## src/rtl/read_iq_ctrl_pkg.sv

```systemverilog
// read_iq_ctrl_pkg: shared types and defaults for the read_iq run controller.
package read_iq_ctrl_pkg;

    localparam int IQ_CTRL_CNT_WIDTH = 16;

    typedef enum logic [1:0] {
        ST_IDLE  = 2'd0,
        ST_RUN   = 2'd1,
        ST_DRAIN = 2'd2,
        ST_DONE  = 2'd3
    } iq_ctrl_state_t;

endpackage

```

## src/rtl/iq_run_counter.sv

```systemverilog
// iq_run_counter: CNT_WIDTH up-counter with synchronous clear, increment,
// terminal compare against the run length and a "reaches length this cycle" flag.
module iq_run_counter
    import read_iq_ctrl_pkg::*;
#(
    parameter int CNT_WIDTH = IQ_CTRL_CNT_WIDTH
) (
    input  logic                 i_clk,
    input  logic                 i_rst_n,
    input  logic                 i_clr,
    input  logic                 i_inc,
    input  logic [CNT_WIDTH-1:0] i_len,
    output logic [CNT_WIDTH-1:0] o_count,
    output logic                 o_term,
    output logic                 o_hit
);

    logic [CNT_WIDTH-1:0] r_count;
    logic [CNT_WIDTH-1:0] w_count_inc;

    assign w_count_inc = r_count + {{(CNT_WIDTH-1){1'b0}}, 1'b1};
    assign o_count     = r_count;
    assign o_term      = (r_count == i_len);
    // Asserted in the cycle whose increment makes the count equal the length.
    assign o_hit       = i_inc && (w_count_inc == i_len);

    // Count register: clear has priority over increment.
    always_ff @(posedge i_clk or negedge i_rst_n) begin
        if (!i_rst_n) begin
            r_count <= {CNT_WIDTH{1'b0}};
        end else if (i_clr) begin
            r_count <= {CNT_WIDTH{1'b0}};
        end else if (i_inc) begin
            r_count <= w_count_inc;
        end else begin
            r_count <= r_count;
        end
    end

endmodule

```

## src/rtl/read_iq_ctrl.sv

```systemverilog
// read_iq_ctrl: admits exactly N IQ words into read_iq, counts the I/Q pairs
// written out and reports done. Optional lockstep checker is enabled by
// defining READ_IQ_CTRL_LOCKSTEP_CHK_EN.
module read_iq_ctrl
    import read_iq_ctrl_pkg::*;
#(
    parameter int CNT_WIDTH = IQ_CTRL_CNT_WIDTH
) (
    input  logic                 i_clk,
    input  logic                 i_rst_n,
    input  logic                 i_start,
    input  logic                 i_abort,
    input  logic [CNT_WIDTH-1:0] i_run_len,
    output logic                 o_busy,
    output logic                 o_done,
    output logic [CNT_WIDTH-1:0] o_pairs_done,
    input  logic                 i_src_empty,
    output logic                 o_src_rd_en,
    output logic                 o_dp_empty,
    input  logic                 i_dp_rd_en,
    input  logic                 i_i_full,
    input  logic                 i_q_full,
    output logic                 o_dp_full,
    input  logic                 i_dp_i_wr_en,
    input  logic                 i_dp_q_wr_en,
    output logic                 o_lockstep_err
);

    iq_ctrl_state_t r_state;
    iq_ctrl_state_t w_next;
    logic [CNT_WIDTH-1:0] r_len;
    logic [CNT_WIDTH-1:0] w_words_cnt;
    logic r_busy;
    logic r_done;
    logic w_start_acc;
    logic w_allow;
    logic w_busy_st;
    logic w_words_term, w_words_hit;
    logic w_pairs_term, w_pairs_hit;
    logic w_pair_wr;
    logic w_pair_inc;

    // Abort wins over start; start is only honoured when not busy.
    assign w_start_acc = i_start && !i_abort &&
                         ((r_state == ST_IDLE) || (r_state == ST_DONE));
    assign w_busy_st   = (r_state == ST_RUN) || (r_state == ST_DRAIN);
    assign w_allow     = (r_state == ST_RUN) && !w_words_term;

    assign o_dp_empty  = i_src_empty | !w_allow;
    assign o_src_rd_en = i_dp_rd_en & w_allow & !i_src_empty & !i_abort;
    // A shared full flag stalls I and Q together so their writes never split.
    assign o_dp_full   = i_i_full | i_q_full;

`ifdef READ_IQ_CTRL_LOCKSTEP_CHK_EN
    logic r_lockstep_err;
    assign w_pair_wr = i_dp_i_wr_en & i_dp_q_wr_en;

    // Sticky lockstep flag: split writes or reads outside the admitted window.
    always_ff @(posedge i_clk or negedge i_rst_n) begin
        if (!i_rst_n) begin
            r_lockstep_err <= 1'b0;
        end else if (w_start_acc) begin
            r_lockstep_err <= 1'b0;
        end else if ((i_dp_i_wr_en != i_dp_q_wr_en) || (i_dp_rd_en && !w_allow)) begin
            r_lockstep_err <= 1'b1;
        end else begin
            r_lockstep_err <= r_lockstep_err;
        end
    end
    assign o_lockstep_err = r_lockstep_err;
`else
    assign w_pair_wr      = i_dp_i_wr_en;
    assign o_lockstep_err = 1'b0;
`endif

    // Pairs only count while a run is live; an abort freezes the count.
    assign w_pair_inc = w_pair_wr & w_busy_st & !i_abort & !w_pairs_term;

    iq_run_counter #(.CNT_WIDTH(CNT_WIDTH)) u_words (
        .i_clk   (i_clk),
        .i_rst_n (i_rst_n),
        .i_clr   (w_start_acc),
        .i_inc   (o_src_rd_en),
        .i_len   (r_len),
        .o_count (w_words_cnt),
        .o_term  (w_words_term),
        .o_hit   (w_words_hit)
    );

    iq_run_counter #(.CNT_WIDTH(CNT_WIDTH)) u_pairs (
        .i_clk   (i_clk),
        .i_rst_n (i_rst_n),
        .i_clr   (w_start_acc),
        .i_inc   (w_pair_inc),
        .i_len   (r_len),
        .o_count (o_pairs_done),
        .o_term  (w_pairs_term),
        .o_hit   (w_pairs_hit)
    );

    // Next-state logic for the run FSM.
    always_comb begin
        w_next = r_state;
        case (r_state)
            ST_IDLE, ST_DONE: begin
                if (w_start_acc) begin
                    if (i_run_len == {CNT_WIDTH{1'b0}}) begin
                        w_next = ST_DONE;
                    end else begin
                        w_next = ST_RUN;
                    end
                end else begin
                    w_next = r_state;
                end
            end
            ST_RUN: begin
                if (i_abort) begin
                    w_next = ST_IDLE;
                end else if (w_words_hit || w_words_term) begin
                    if (w_pairs_hit || w_pairs_term) begin
                        w_next = ST_DONE;
                    end else begin
                        w_next = ST_DRAIN;
                    end
                end else begin
                    w_next = ST_RUN;
                end
            end
            ST_DRAIN: begin
                if (i_abort) begin
                    w_next = ST_IDLE;
                end else if (w_pairs_hit || w_pairs_term) begin
                    w_next = ST_DONE;
                end else begin
                    w_next = ST_DRAIN;
                end
            end
            default: begin
                w_next = ST_IDLE;
            end
        endcase
    end

    // State register with busy/done registered alongside it.
    always_ff @(posedge i_clk or negedge i_rst_n) begin
        if (!i_rst_n) begin
            r_state <= ST_IDLE;
            r_busy  <= 1'b0;
            r_done  <= 1'b0;
        end else begin
            r_state <= w_next;
            r_busy  <= (w_next == ST_RUN) || (w_next == ST_DRAIN);
            r_done  <= (w_next == ST_DONE);
        end
    end

    // Run length is captured only when a start is accepted.
    always_ff @(posedge i_clk or negedge i_rst_n) begin
        if (!i_rst_n) begin
            r_len <= {CNT_WIDTH{1'b0}};
        end else if (w_start_acc) begin
            r_len <= i_run_len;
        end else begin
            r_len <= r_len;
        end
    end

    assign o_busy = r_busy;
    assign o_done = r_done;

endmodule

```

## config.mk

```make
export PLATFORM = sky130hd
export DESIGN_NAME = read_iq_ctrl
export DESIGN_NICKNAME = d
export VERILOG_FILES = /design/src/rtl/read_iq_ctrl_pkg.sv /design/src/rtl/iq_run_counter.sv /design/src/rtl/read_iq_ctrl.sv
export SDC_FILE = /design/constraint.sdc
export NUM_CORES = 1
export LEC_CHECK = 0
export CAP_MARGIN = 25
export CORE_ASPECT_RATIO = 1.75
export CORE_UTILIZATION = 60
export CTS_CLUSTER_DIAMETER = 50
export DETAILED_ROUTE_END_ITERATION = 8
export PLACE_DENSITY_LB_ADDON = 0.12
export SYNTH_ARGS = -nofsm -noshare
export SYNTH_HDL_FRONTEND = slang
export SYNTH_HIERARCHICAL = 1
export SYNTH_SLANG_ARGS = --single-unit
```

## constraint.sdc

```tcl
create_clock -name i_clk -period 7.6 [get_ports i_clk]
set_input_delay 2.28 -clock i_clk [delete_from_list [all_inputs] [get_ports i_clk]]
set_output_delay 2.28 -clock i_clk [all_outputs]
set_load 0.02 [all_outputs]
```

* Word level (Yosys, flattened, before mapping)
Cells that the tools add are included.
** Operators by class
- Add/sub/neg operators :: 2
- Equality and inequality tests :: 10
- Muxes and demuxes :: 11
- Bitwise operators :: 8
- Reduce and logical (&&, ||, !) cells :: 20
** Operator list (count)
- equality test 16 bit :: 4
- 2-to-1 mux 16 bit :: 4
- adder 16 x 1 -> 16 bit, second input constant :: 2
- logical NOT 16 bit :: 1
- 2-to-1 mux 2 bit :: 5
- equality test 2 bit, second input constant :: 4
- AND 1 bit :: 6
- case mux 2 bit (3 select lines) :: 1
- logical AND 1 bit :: 5
- logical NOT 1 bit :: 5
- logical OR 1 bit :: 5
- equality test 2 x 1 -> 1 bit, second input constant :: 2
- nonzero test 2 bit :: 2
- logical NOT 2 bit :: 1
- bitwise OR 1 bit :: 2
- OR reduction 2 bit :: 1
- 2-to-1 mux 1 bit :: 1
** Word-level totals
- Register bits :: 52
- Output and inout port bits :: 22
- Logic and storage cells :: 57

* Depth between registers and ports, before layout
- Depth in word-level cells :: 13
- Depth in mapped cells :: 17
- Gate-level depth less buffers :: 15

* Modules after synthesis
The synthesis kept the hierarchy.
** Modules (own cells, without submodules)
- iq_run_counter :: times used 2, cells an instance 157, area each 1320.0 µm², seq. area each 400.4 µm²
- read_iq_ctrl :: times used 1, cells an instance 100, area each 915.9 µm², seq. area each 500.5 µm²

* Worst setup path before layout
OpenSTA, ideal clock, no wires.
- Path type :: input to output
- Start point :: in i_src_empty
- End point :: out o_src_rd_en
- Arrival :: 3.365 ns
- Data required time :: 5.320 ns
- Path slack :: 1.955 ns
- Stages :: 2
- Buffers on the path :: 0
- Cell sequence :: or3b_1 > nor3b_1
** Between the ends
- Cells in the longest elaborated chain, start to end :: 3
** RTL lines
- start, declared :: line read_iq_ctrl.sv:17 : input logic i_src_empty,
- logical NOT 1 bit :: line read_iq_ctrl.sv:50 : assign o_src_rd_en = i_dp_rd_en & w_allow & !i_src_empty & !i_abort;
- AND 1 bit (2 in a row) :: line read_iq_ctrl.sv:50
- end, declared :: line read_iq_ctrl.sv:18 : output logic o_src_rd_en,
No other way between the ends.

* Worst setup path in the final report
Ends and elaborated chain as after synthesis.

==> reports/results.ini <==
[sta]
skew_ns = 0.00765
final.setup.worst_slack_ns = 1.37
hold_viol_final = 0
fmax_mhz = 160
tightestPinTransition_ns = 0.853
finalSetupViolations = 0
fin_setup_tns_ns = 0
fin_crit_sh = 0.820
min_period_ns = 6.23
slew-limit-headroom = 0.430
finalMaxSlewViolations = 0
grt_setup_unrepaired = false
worst_hold_slack_ns = 0.555

[detailed_routing]
route.detailed.drc = 0
totalWireLength_mm = 9.14
viasPerCell = 5.90
wl_per_cell_um = 17.5
first_iter_violations = 207
dr_total_vias = 3078
ant_nets = 0
firstDrtPassIters = 4

[power_and_ir_drop]
power_switching_share = 0.432
p_clk_frac = 0.162
pwr-share-seq = 0.390
p_comb_frac = 0.448
switchingPower_mw = 0.468
intPower_mw = 0.614
power_density_mw_per_mm2 = 264
cellLeakagePower_nw = 1.76
ir_drop_mv = 0.177

[place]
dp_slack_ns = 1.36
dpl.hpwl_mm = 6.81
place_congestion = 0.916
portBuffers = 45

[critical_path]
start_kind = input port
cpPeakStageDelay_ns = 0.65
r2r_start = u_words/o_count[11]$_DFFE_PN0P_
worst-path-max-fanout = 2
path_class = input port to output pin
cp_data_arrival_time_ns = 3.95
cp_top_family = buffers and inverters
critical_path_buf_inv_count = 2
slowest_stage = clkdlybuf4s50_1
reg2reg_to = o_busy$_DFF_PN0_
end_kind = output pin
critical_path_required_ns = 5.32
regToRegSetupSlack_ns = 3.63
r2r_cells = 16
cp-startpoint = i_src_empty
path_cells = clkdlybuf4s50_1 -> or3b_1 -> nor3b_1 -> clkdlybuf4s50_1
path_common_cell = clkdlybuf4s50_1

[floorplan]
pin_count = 48
fp.dieW_um = 60.2
die_h_um = 104
core-area_mm2 = 0.00563
start_util = 0.632
dieArea_mm2 = 0.00625
std_cell_rows = 36

[clock_network]
clock-sinks = 52
hold_buffers = 0
ctsResizeCount = 0
clock-root-buffer = clkbuf_8
post_cts_buffers = 0
cts_made_buffers = 5
path_clk_slew_ns = 0.09
cts_tree = built
clk-insertion-delay-late_ns = 0.32
cts_buffer_depth = 2
cts.htree.levels = 2

[synth]
synthDistinctLibCells = 46
synth_edf_count = 0
ys_ff_latch = 52
synth-main-ff-cell = dfrtp_1
syn_area_mm2 = 0.00356
ys_seq_area_frac = 0.366
synthArstFlopShare = 1.00
syn_inst = 414
yosys_warnings = 6
syn-num-nets = 445
syn_avg_cell_area_um2 = 8.59

[layout]
areaGrowthSynthToFinish_pct = 15.1
num_antenna_cells = 0
layout_commonest_cell = nand2_1
final_layout_size_suffix_gt1_frac = 0.0740
mostFrequentLayoutCells = nand2_1 (66), dfrtp_1 (52), nor2_1 (44), clkdlybuf4s50_1 (44), xor2_1 (42)
fin_nets = 476

[grt]
grt_start_max_net_pins = 53
grt.total_usage = 0.312
grt_antenna_before_repair = 0
grt_pass1_wl_mm = 14.5
first_global_vias = 3123
grt.overflow.total = 0

[run_status]
status = complete, no violations

[hold_path]
hold_class = flop to flop
whs_path_depth = 2
min_to = r_len[15]$_DFFE_PN0P_
worstHoldStart = r_len[15]$_DFFE_PN0P_

[flow_run]
drv_cap = 0

[registers in the layout, indices dropped and copies added, names as in the netlist]
register and cells:
r_len 16, u_pairs/o_count 16, u_words/o_count 16, r_state 2, o_busy 1, o_done 1
[per-stage QoR]
| stage | total power, mW | cells | cell area [um2] | util |
|---|---|---|---|---|
| 3_5_place_dp | 0.904 | 514 | 4000 | 0.710 |
| 3_3_place_gp | 0.887 | 514 | 4000 | 0.710 |
| 4_1_cts | 1.08 | 522 | 4090 | 0.727 |
| 2_1_floorplan | 0.757 | 414 | 3560 | - |
| 5_1_grt | 1.15 | 522 | 4090 | 0.727 |
| 6_report | 1.08 | 522 | 4090 | 0.727 |
[tightest hold or removal path, cell delays in order (launching register included)]
cell and delay [ns]:
dfrtp_1 0.41, nand2_1 0.06, nand2_1 0.06
[power by group through the flow]
| stage | clock network (mW) | logic (mW) | registers (mW) |
|---|---|---|---|
| floorplan | 0 | 0.340 | 0.417 |
| global placement | 0 | 0.464 | 0.424 |
| detailed placement | 0 | 0.477 | 0.427 |
| CTS | 0.177 | 0.482 | 0.422 |
| global route | 0.184 | 0.535 | 0.432 |
| finish | 0.175 | 0.485 | 0.422 |
[routing by layer]
layer | GRT usage | up-vias | share of wire | wire [um]
li1 | - | 1482 | - | -
met1 | 0.337 | 1486 | 0.37 | 3400
met2 | 0.553 | 81 | 0.55 | 5020
met3 | 0.0449 | 29 | 0.035 | 323
met4 | 0.161 | 0 | 0.043 | 396
met5 | 0 | - | 0 | 0
[cells by family after synthesis]
| logic type | synth area share |
|---|---|
| buf+inv | 0.0450 |
| simple gates | 0.304 |
| mux | 0.0120 |
| other cells | 0.00105 |
| xor+xnor | 0.177 |
| flops | 0.366 |
| fa+ha+maj | 0.0176 |
| compound gates | 0.0767 |
[Yosys cell counts, types with 3 or more instances]
| library cell | instances | share of area |
|---|---|---|
| nand2_1 | 66 | 0.070 |
| dfrtp_1 | 52 | 0.37 |
| nor2_1 | 44 | 0.046 |
| xor2_1 | 42 | 0.10 |
| xnor2_1 | 30 | 0.074 |
| nand3_1 | 22 | 0.031 |
| buf_2 | 14 | 0.020 |
| nor4_1 | 13 | 0.023 |
| o21ai_0 | 11 | 0.015 |
| nor3_1 | 10 | 0.014 |
| nand4_1 | 8 | 0.014 |
| a21oi_1 | 7 | 0.0099 |
| inv_1 | 7 | 0.0074 |
| clkbuf_1 | 6 | 0.0063 |
| or3_1 | 6 | 0.011 |
| ha_1 | 5 | 0.018 |
| and2_1 | 4 | 0.0070 |
| nand2b_1 | 4 | 0.0070 |
| nand3_2 | 4 | 0.011 |
| nor3_2 | 4 | 0.011 |
| nor4_2 | 4 | 0.014 |
| o2111ai_1 | 4 | 0.0099 |
| o21ai_1 | 4 | 0.0056 |
| a31oi_1 | 3 | 0.0053 |
| nor3b_1 | 3 | 0.0063 |
| nor4b_1 | 3 | 0.0074 |
| or2_2 | 3 | 0.0053 |
[final cells by class]
| class | count | area (um2) |
|---|---|---|
| Multi-Input combinational cell | 330 | 2100 |
| Fill cell | 454 | 1540 |
| Sequential cell | 52 | 1300 |
| Timing Repair Buffer | 48 | 468 |
| Tap cell | 76 | 95.1 |
| Clock buffer | 6 | 82.6 |
| Inverter | 8 | 30.0 |
| Clock inverter | 2 | 15.0 |
[worst max path at each step]
stage                        to  slack [ns]  cells past startpoint
floorplan           o_src_rd_en        1.95                      2
global placement    o_src_rd_en        1.37                      4
detailed placement  o_src_rd_en        1.36                      4
CTS                 o_src_rd_en        1.36                      4
global route        o_src_rd_en        1.24                      4
finish              o_src_rd_en        1.37                      4
Power figures use the tool's default switching activity.
